$ cat src/rtl/text_ram_arbiter.sv
// Single-port character RAM arbiter: display fetch beats the clear sequencer, which beats host access.
// A two-stage owner tag follows every slot so the RAM read data reaches whoever issued it.
module text_ram_arbiter #(
  parameter int         COLS           = 48,
  parameter int         ROWS           = 17,
  parameter int         ADDR_W         = 10,
  parameter logic [7:0] FILL           = 8'h20,
  parameter bit         CLEAR_ON_RESET = 1'b1
) (
  input  logic              clk,
  input  logic              reset_low,
  input  logic              fetch_req,
  input  logic [6:0]        fetch_col,
  input  logic [4:0]        fetch_row,
  output logic [7:0]        char_code,
  output logic              char_valid,
  input  logic              host_req,
  input  logic              host_we,
  input  logic [ADDR_W-1:0] host_addr,
  input  logic [7:0]        host_wdata,
  output logic              host_ack,
  output logic [7:0]        host_rdata,
  input  logic              clear_start,
  output logic              clear_busy,
  output logic [ADDR_W-1:0] ram_addr,
  output logic              ram_we,
  output logic [7:0]        ram_wdata,
  input  logic [7:0]        ram_rdata
);

  localparam int                CELLS   = COLS * ROWS;
  localparam logic [ADDR_W-1:0] COLS_A  = ADDR_W'(COLS);
  localparam logic [ADDR_W-1:0] LAST_A  = ADDR_W'(CELLS - 1);
  localparam logic [ADDR_W:0]   CELLS_W = (ADDR_W + 1)'(CELLS);
  localparam logic [7:0]        COLS_C  = 8'(COLS);
  localparam logic [5:0]        ROWS_C  = 6'(ROWS);

  // HOST_NULL marks an out-of-range host access: acked on time, no RAM cycle behind it
  typedef enum logic [1:0] {
    OWN_NONE,
    OWN_DISP,
    OWN_HOST,
    OWN_HOST_NULL
  } owner_t;

  owner_t            own0_reg, own1_reg;
  logic              off0_reg, off1_reg;
  logic              hwe0_reg, hwe1_reg;
  logic              host_pend_reg;
  logic              init_reg;
  logic [ADDR_W-1:0] clear_cnt_reg;

  logic              disp_in_range;
  logic              host_in_range;
  logic [ADDR_W-1:0] disp_addr;
  logic              grant_disp;
  logic              grant_clear;
  logic              grant_host;

  always_comb begin
    disp_in_range = fetch_req && ({1'b0, fetch_col} < COLS_C) && ({1'b0, fetch_row} < ROWS_C);
    host_in_range = {1'b0, host_addr} < CELLS_W;
    disp_addr     = ADDR_W'(fetch_row) * COLS_A + ADDR_W'(fetch_col);
    grant_disp    = disp_in_range;
    grant_clear   = !disp_in_range && clear_busy;
    grant_host    = !disp_in_range && !clear_busy && host_req && !host_pend_reg;
  end

  always_ff @(posedge clk or negedge reset_low) begin
    if (!reset_low) begin
      ram_addr      <= '0;
      ram_we        <= 1'b0;
      ram_wdata     <= '0;
      own0_reg      <= OWN_NONE;
      own1_reg      <= OWN_NONE;
      off0_reg      <= 1'b0;
      off1_reg      <= 1'b0;
      hwe0_reg      <= 1'b0;
      hwe1_reg      <= 1'b0;
      char_code     <= '0;
      char_valid    <= 1'b0;
      host_ack      <= 1'b0;
      host_rdata    <= '0;
      host_pend_reg <= 1'b0;
      clear_busy    <= 1'b0;
      clear_cnt_reg <= '0;
      init_reg      <= 1'b1;
    end else begin
      ram_we <= 1'b0;
      if (grant_disp) begin
        ram_addr <= disp_addr;
      end else if (grant_clear) begin
        ram_addr  <= clear_cnt_reg;
        ram_we    <= 1'b1;
        ram_wdata <= FILL;
      end else if (grant_host && host_in_range) begin
        ram_addr  <= host_addr;
        ram_we    <= host_we;
        ram_wdata <= host_wdata;
      end

      if (grant_disp)
        own0_reg <= OWN_DISP;
      else if (grant_host)
        own0_reg <= host_in_range ? OWN_HOST : OWN_HOST_NULL;
      else
        own0_reg <= OWN_NONE;
      off0_reg <= fetch_req && !disp_in_range;
      hwe0_reg <= host_we;
      own1_reg <= own0_reg;
      off1_reg <= off0_reg;
      hwe1_reg <= hwe0_reg;

      char_valid <= (own1_reg == OWN_DISP) || off1_reg;
      if (own1_reg == OWN_DISP)
        char_code <= ram_rdata;
      else if (off1_reg)
        char_code <= FILL;

      // writes leave host_rdata untouched; off-range reads return zero
      host_ack <= (own1_reg == OWN_HOST) || (own1_reg == OWN_HOST_NULL);
      if (own1_reg == OWN_HOST && !hwe1_reg)
        host_rdata <= ram_rdata;
      else if (own1_reg == OWN_HOST_NULL && !hwe1_reg)
        host_rdata <= '0;

      // the ack cycle itself still blocks the host, so a held request restarts one cycle later
      if (grant_host)
        host_pend_reg <= 1'b1;
      else if (host_ack)
        host_pend_reg <= 1'b0;

      init_reg <= 1'b0;
      if (clear_start || (init_reg && CLEAR_ON_RESET)) begin
        clear_busy    <= 1'b1;
        clear_cnt_reg <= '0;
      end else if (grant_clear) begin
        if (clear_cnt_reg == LAST_A)
          clear_busy <= 1'b0;
        else
          clear_cnt_reg <= clear_cnt_reg + ADDR_W'(1);
      end
    end
  end

endmodule

$ cat config.mk
export PLATFORM = sky130hd
export DESIGN_NAME = text_ram_arbiter
export DESIGN_NICKNAME = d
export VERILOG_FILES = /design/src/rtl/text_ram_arbiter.sv
export SDC_FILE = /design/constraint.sdc
export NUM_CORES = 1
export LEC_CHECK = 0
export ABC_AREA = 1
export BUFFER_PORTS_ARGS = -buffer_cell sky130_fd_sc_hd__buf_2
export CORE_ASPECT_RATIO = 0.7
export CORE_UTILIZATION = 40
export DETAILED_ROUTE_END_ITERATION = 12
export GPL_TIMING_DRIVEN = 0
export PLACE_DENSITY = 0.63
export SLEW_MARGIN = 25
export SYNTH_ARGS = -nofsm -noshare
export SYNTH_HDL_FRONTEND = slang
export SYNTH_SLANG_ARGS = --single-unit
$ cat constraint.sdc
create_clock -name clk -period 1.8 [get_ports clk]
set_clock_uncertainty 0.1 [all_clocks]
set_input_delay 0.27 -clock clk [delete_from_list [all_inputs] [get_ports clk]]
set_output_delay 0.27 -clock clk [all_outputs]
set_load 0.03 [all_outputs]
# After elaboration in Yosys (flattened, before gate mapping)
# Index checks and enable logic that the tools add are counted.
# Widths: inputs -> output; s select.
# classes
add_sub_neg,2
n_mul,1
order_cmp,3
n_eq_ne,5
n_mux,23
bitwise,1
reduce_logical,27
# op_table
operator,n
$mux 10,6
$mux 8,6
$reduce_bool 2->1,6
$add 10x1->10 const B,1
$add 10x7->10,1
$eq 10x10->1 const B,1
$logic_and 1x1->1,10
$lt 10x10->1 const B,1
$mux 1,9
$lt 7x6->1 const B,1
$mul 5x2->6 const B,1
$reduce_and 2->1,3
$lt 5x5->1 const B,1
$eq 2x2->1 const B,2
$logic_not 1->1,4
$mux 2,2
$logic_or 1x1->1,3
$reduce_bool 3->1,1
$eq 2x1->1 const B,1
$ne 2x2->1 const B,1
$not 1->1,1
# word_totals
reg_bits,58
in_bits,44
wordCells,79

# Depth between registers and ports, before layout
# Gate-level depths: netlist (run 1).
# depth
ltp_word,11
depth_mapped,12

# Worst setup path after synthesis (run 1)
# OpenSTA, ideal clock, no wires.
# synth_timing
kind,input to register
startpoint,input fetch_row[0]
endpoint,register ram_addr[9]
t_arrival_ps,1829
slack_ps,-207
cell_stages,11
cell_sequence,ha_1 > fa_1 > ha_1 > nand2_1 > nor2_1 > nor2_1 > nor2_1 > nand3_1 > nand2_1 > nand3_1 > a21oi_1
# synth_between
elab_chain_cells,8
word_cells_on_any_way,13
cone_classes,add/sub (1); mul (1); order compare (1); mux (2); reduce/logical (8)
# synth_rtl
item,line,text
"start, declared",14,"input logic [4:0] fetch_row,"
branches (longest 8 deep; another with $add 10x7->10),--,
"end signal, assigned",91,ram_addr <= disp_addr;
"end signal, assigned",93,ram_addr <= clear_cnt_reg;
"end signal, assigned",97,ram_addr <= host_addr;
"end, declared",25,"output logic [ADDR_W-1:0] ram_addr,"
# Several ways; the timed one is not identified.
# A chain may end at the register's enable or synchronous reset.

# Worst setup path after layout (run 1)
# layout_timing
startpoint,input fetch_row[1]
endpoint,register ram_addr[6]
# Same word-level chain as after synthesis.

==> results of run 1 <==
[power groups by stage]
stage	combinational, mW	sequential [mW]	clock, mW
floorplan	0.180	1.44	0
global placement	0.391	1.38	0
detailed placement	0.396	1.39	0
CTS	0.417	1.36	1.38
global route	0.479	1.37	1.45
finish	0.431	1.36	1.36
[cells in the final DEF (no fill, tap or decap), drive strengths merged, types with 6 or more instances in the layout]
cell type and count:
inv 35, buf 87, clkbuf 14, nand3 40, nand2 136, o21ai 28, dfrtp 57, ha 10
nor2 29, xor2 6
[worst min path at each step]
| stage | slack, ns | endpoint | cells after the start | startpoint |
|---|---|---|---|---|
| 3_3_place_gp | 0.23 | own1_reg[0]$_DFF_PN0_ | 0 | own0_reg[0]$_DFF_PN0_ |
| 3_5_place_dp | 0.23 | hwe1_reg$_DFF_PN0_ | 0 | hwe0_reg$_DFF_PN0_ |
| 6_report | 0.04 | ram_wdata[1]$_DFFE_PN0P_ | 3 | host_wdata[1] |
| 4_1_cts | 0.03 | ram_wdata[2]$_DFFE_PN0P_ | 3 | host_wdata[2] |
| 5_1_grt | 0.03 | ram_wdata[7]$_DFFE_PN0P_ | 3 | host_wdata[7] |
| 2_1_floorplan | -0.13 | char_code[0]$_DFFE_PN0P_ | 0 | reset_low |
[logic make-up (layout without fill, tap and decap cells)]
logic type	count (synthesis)	count (layout)	synth area share
other cells	1	1	0.00126
buf+inv	42	142	0.0578
xor+xnor	9	9	0.0264
fa+ha+maj	12	12	0.0553
simple gates	212	212	0.313
compound gates	34	34	0.0599
flops	58	58	0.487
[stage by stage]
step,hold WS (ns),cell area (sq um)
final,0.0394,3880
after global routing,0.0306,3880
after CTS,0.0266,3830
after detailed placement,0.235,3540
after global placement,0.233,3530
after floorplan,-0.126,3010
[cell type report]
cell class	count	area (sq um)	area share
Sequential cell	58	1460	0.375
Clock buffer	12	155	0.0400
Multi-Input combinational cell	268	1450	0.374
Timing Repair Buffer	84	452	0.116
Inverter	35	131	0.0339
Tap cell	94	118	0.0303
Buffer	7	41.3	0.0106
Clock inverter	4	73.8	0.0190
[per-layer routing]
layer  GRT usage  share of wire  vias to the layer above
li1            -              -                     1360
met1       0.291           0.53                     1301
met2       0.291           0.42                       60
met3      0.0552          0.043                        5
met4      0.0469         0.0033                        0
met5           0              0                        -
[critical path, stage by stage]
cell and delay (ns):
buf_8 0.11, ha_4 0.16, fa_2 0.56, ha_4 0.21, or2_2 0.29, nand3_1 0.12, nand3_2 0.11, nand2_1 0.08
nand2_1 0.05
[what timing repair did]
item / CTS / global route
resized for setup: 11 / 12
setup endpoints to repair: 4 / 13
cloned: 0 / 0
hold buffers: 2 / 0
pin swaps: 5 / 3
endpoints found under the hold margin: 58 / 0
buffers inserted: 1 / 0
==> qor.txt, run 1 <==
Rows = 25
Reg power frac = 0.433
Top-area cell type share of the netlist area = 0.478
Max VDD drop = 571 uV
Final hold vios = 0
Yosys Warn Count = 0
Number of port buffers = 81
Failing checks = setup timing
H-tree levels = 3
Effective utilization at floorplan = 0.428
Core area = 6980 sq um
Die area = 7820 sq um
Max clock buf depth = 2
Global-route wire length before repair = 11800 um
Switching Share = 0.253
Register area share after synthesis = 0.487
# nets final = 519
Total power = 3.15 mW
DRT antenna net count = 0
Final Core Density = 0.556
Async SR Flop Fraction = 1.00
Number of max-cap violations = 0
Setup crit end = ram_addr[6]$_DFFE_PN0P_
Starting DRT DRC Count = 146
Dpl hpwl = 5310 um
Vias after detailed routing = 2726
Clock sink total = 58
Arrival time of the worst setup path = 1.95 ns
Status = finished with violations
Clk_lat worst skew = 0.33 ns
WL final = 7240 um
Tcrit/Tclk final = 1.02
Top cells by area, synth = dfrtp_1 48%, nand2_1 17%, nand3_1 6.4%
FF-to-FF End = clear_cnt_reg[5]$_DFFE_PN0P_
Most numerous cell in the Yosys netlist = nand2_1
Post-synth EDFFs = 0
Initial antenna violation count = 0
Antenna Cells = 0
Final slew viol count = 0
Inserted Clock Buffers = 9
RSZ-0062 raised after global routing = true
CTS tree = done
Worst-path clk slew = 0.06 ns
Layout cells sized above 1 = 0.293
Setup violators final = 2
Pwr dens = 813 nW/um^2
GP Congestion = 0.893
Drt via density = 4.85
Avg WL per Cell = 12.9 um
Syn Inst Count = 368
Syn Nets = 424
Tmin final = 1.83 ns
Clock root buffer master = clkbuf_8
Reg2Reg Setup Slack = 0.11 ns
Internal = 2.35 mW
Setup Total Neg Slack = -0.0473 ns
Rel. slew slack = 0.527
Filler cells = 675
Crit Path Class = primary input to flop
Slew @ Worst Pin = 0.709 ns
Synth Flop Type = dfrtp_1
Avg Inst Size Synth = 8.11 sq um
Area Growth Syn to Fin = 29.9%
Clk network pwr share = 0.431
Post-synth top cells = 132 x nand2_1, 57 x dfrtp_1, 38 x nand3_1
Pre-CTS setup slack = -0.584 ns
Critical path launch point type = primary input
Critical Path Fanout Max = 4
Fmax = 546 MHz
Vias in the first global route = 2437
Crit end category = flop
Die X = 105 um
DRC viols = 0
R2R cell count = 8
GRT Overall Usage = 0.198
Sw Pwr = 797 uW
Area leader, netlist = dfrtp_1
Ports = 82
Inst Count DP = 543
Pleak = 2.03 nW
Distinct cells, synth = 32
Post-synthesis register bit count = 58
Required time of the worst setup path = 1.92 ns
R2r startpoint = clear_cnt_reg[0]$_DFFE_PN0P_
Hold Crit Class = primary input to flop
Gate power share = 0.137
Total congestion overflow = 0
Final WS setup = -0.0327 ns
Die height = 74.3 um
Layout Cells excl Fill = 562
Largest net degree at the start of global routing = 59
Worst Setup SP = fetch_row[1]
Cell Area, Synth = 2990 sq um
DR pass1 iterations = 4
Note: power is estimated with default switching activity, not from simulation.
==> run 2: changes to the inputs <==
--- a/config.mk
+++ b/config.mk
@@ -12,6 +12,7 @@
 export DETAILED_ROUTE_END_ITERATION = 12
 export GPL_TIMING_DRIVEN = 0
 export PLACE_DENSITY = 0.63
+export SKIP_LAST_GASP = 1
 export SLEW_MARGIN = 25
 export SYNTH_ARGS = -nofsm -noshare
 export SYNTH_HDL_FRONTEND = slang
==> qor.txt, run 2 (synthesis results as in run 1) <==
Status = finished with violations
Failing checks = setup timing
DRC viols = 0 (unchanged)
Filler cells = 671 (-0.59%)
Most frequent cells in the layout = 127 x nand2_1, 81 x buf_2, 55 x dfrtp_1, 33 x nand3_1, 31 x inv_1
Min-Delay Endpoint = ram_wdata[1]$_DFFE_PN0P_
Gate power share = 0.141 (+0.004)
Met2 Use GR = 0.291 (unchanged)
Ports = 82 (unchanged)
Total power = 3.16 mW (+0.43%)
Arrival time of the worst setup path = 2.00 ns (+0.05 ns)
Core area = 6980 sq um (unchanged)
Critical path launch point type = primary input
Tmin final = 1.88 ns (+0.0516 ns)
Max VDD drop = 571 uV (about the same)
Hold Crit Class = primary input to flop
Global-route wire length before repair = 11800 um (unchanged)
DRT antenna net count = 0 (unchanged)
Layout cells sized above 1 = 0.303 (+0.0100)
Largest net degree at the start of global routing = 59 (unchanged)
Most Used Layer, Global Route = met1
Internal = 2.36 mW (+0.35%)
Leading cell type in the layout, fill and taps excluded = nand2_1
DR pass1 iterations = 5 (+1)
GRT Overall Usage = 0.198 (unchanged)
Drt via density = 4.82 (-0.65%)
Setup Total Neg Slack = -0.216 ns (-0.169 ns)
Area of the multi-input gates = 1470 sq um (+1.2%)
Final slew viol count = 0 (unchanged)
Reg power frac = 0.431 (-0.002)
Crit end category = flop
Setup violators final = 4 (+2)
Fmax = 531 MHz (-2.7%)
Reg2Reg Setup Slack = 0.13 ns (+0.02 ns)
Storage cell area = 1460 sq um (unchanged)
Clock sink total = 58 (unchanged)
Antenna Cells = 0 (unchanged)
Clock root buffer master = clkbuf_8
Pleak = 2.04 nW (+0.57%)
Tcrit/Tclk final = 1.05 (+0.0287)
Clk network pwr share = 0.428 (-0.003)
Starting DRT DRC Count = 147 (+0.68%)
Slew @ Worst Pin = 0.708 ns (-0.00105 ns)
R2R cell count = 8 (unchanged)
Cell at the slowest stage of the critical path = fa_2
CTS tree = done
Worst-path clk slew = 0.06 ns (about the same)
# nets final = 520 (+0.19%)
Vias in the first global route = 2437 (unchanged)
R2r startpoint = clear_cnt_reg[0]$_DFFE_PN0P_
WL final = 7210 um (-0.43%)
Max clock buf depth = 2 (unchanged)
Total congestion overflow = 0 (unchanged)
Largest stage delay, worst path = 0.61 ns (+0.05 ns)
Critical Path Fanout Max = 4 (unchanged)
Rows = 25 (unchanged)
Die height = 74.3 um (unchanged)
Ordered cell list for the critical path = buf_8, ha_4, fa_2, ha_4, or2_2, nand3_1, nand3_2, nand2_1, nand2_1
GP Congestion = 0.893 (unchanged)
Die area = 7820 sq um (unchanged)
Vias after detailed routing = 2713 (-0.48%)
Hold_sp = host_wdata[1]
Required time of the worst setup path = 1.92 ns (about the same)
Area Growth Syn to Fin = 30.8%
Inserted Clock Buffers = 9 (unchanged)
Clk_lat worst skew = 0.33 ns (about the same)
Number of max-cap violations = 0 (unchanged)
Dpl hpwl = 5310 um (unchanged)
Initial antenna violation count = 0 (unchanged)
RSZ-0062 raised after global routing = true
Avg WL per Cell = 12.8 um (-0.60%)
Switching Share = 0.254 (+0.000560)
Final WS setup = -0.0843 ns (-0.0516 ns)
GR Util met3 = 0.0552 (unchanged)
FF-to-FF End = clear_cnt_reg[5]$_DFFE_PN0P_
Met1 Track Usage GR = 0.291 (unchanged)
Number of port buffers = 81 (unchanged)
Crit Path Class = primary input to flop
Final hold vios = 0 (unchanged)
Pwr dens = 810 nW/um^2 (-0.31%)
Hold Path Stages = 3 (unchanged)
H-tree levels = 3 (unchanged)
Sw Pwr = 802 uW (+0.65%)
Effective utilization at floorplan = 0.428 (unchanged)
Rel. slew slack = 0.528 (+0.000699)
Die X = 105 um (unchanged)
-- run 2: cell types whose count changed in the layout (fill, tap and decap cells not counted), sizes merged --
cell / before / now
buf: 87 / 88
-- run 2: power by group through the flow --
stage                     sequential (mW)  combinational [mW]  clock, mW
after floorplan                      1.44               0.180          0
final                                1.36               0.446       1.35
after global routing                 1.37               0.494       1.45
after global placement               1.38               0.391          0
after detailed placement             1.39               0.396          0
after CTS                            1.36               0.417       1.38
-- run 2: metal layers --
| metal | vias up | part of all wire |
|---|---|---|
| li1 | 1358 | - |
| met1 | 1283 | 0.52 |
| met2 | 65 | 0.42 |
| met3 | 7 | 0.050 |
| met4 | 0 | 0.0053 |
| met5 | - | 0 |
-- run 2: critical path: cells and delay by family --
family,cells,cell delay (ns)
fa+ha+maj,3,1.00
simple gates,5,0.63
buf+inv,1,0.10
-- run 2: area by class of cell --
cell class              count  share of cell area
flip-flops and latches     58               0.373
plain buffers               7              0.0106
inverters                  35              0.0336
well taps                  94              0.0301
clock buffers              12              0.0397
clock inverters             4              0.0189
repair buffers             85               0.119
multi-input cells         268               0.376
-- run 2: through the flow --
stage	cell area (sq um)	utilization	worst slack (ns)	hold slack (ns)	std cells
final	3910	0.560	-0.0843	0.0400	563
after global routing	3910	0.560	-0.110	0.0306	563
after CTS	3820	0.548	-0.0602	0.0266	562
after detailed placement	3540	0.507	-0.584	0.235	543
after global placement	3530	0.507	-0.560	0.233	543
after floorplan	3010	-	-0.152	-0.126	368
-- run 2: repair_timing --
item,CTS,global route
gates resized for setup,10,19
endpoints found under the hold margin,58,0
pin swaps,5,15
setup buffers,1,1
hold buffers,2,0
setup endpoints to repair,4,13
-- run 2: how the worst max path moves through the flow --
stage / startpoint / end / slack (ns) / cells past startpoint
3_3_place_gp: fetch_row[1] / ram_addr[7]$_DFFE_PN0P_ / -0.56 / 13
5_1_grt: fetch_row[1] / ram_addr[7]$_DFFE_PN0P_ / -0.11 / 13
6_report: fetch_row[1] / ram_addr[6]$_DFFE_PN0P_ / -0.08 / 9
2_1_floorplan: fetch_row[0] / ram_addr[9]$_DFFE_PN0P_ / -0.15 / 11
4_1_cts: fetch_row[1] / ram_addr[7]$_DFFE_PN0P_ / -0.06 / 13
3_5_place_dp: fetch_row[1] / ram_addr[7]$_DFFE_PN0P_ / -0.58 / 13
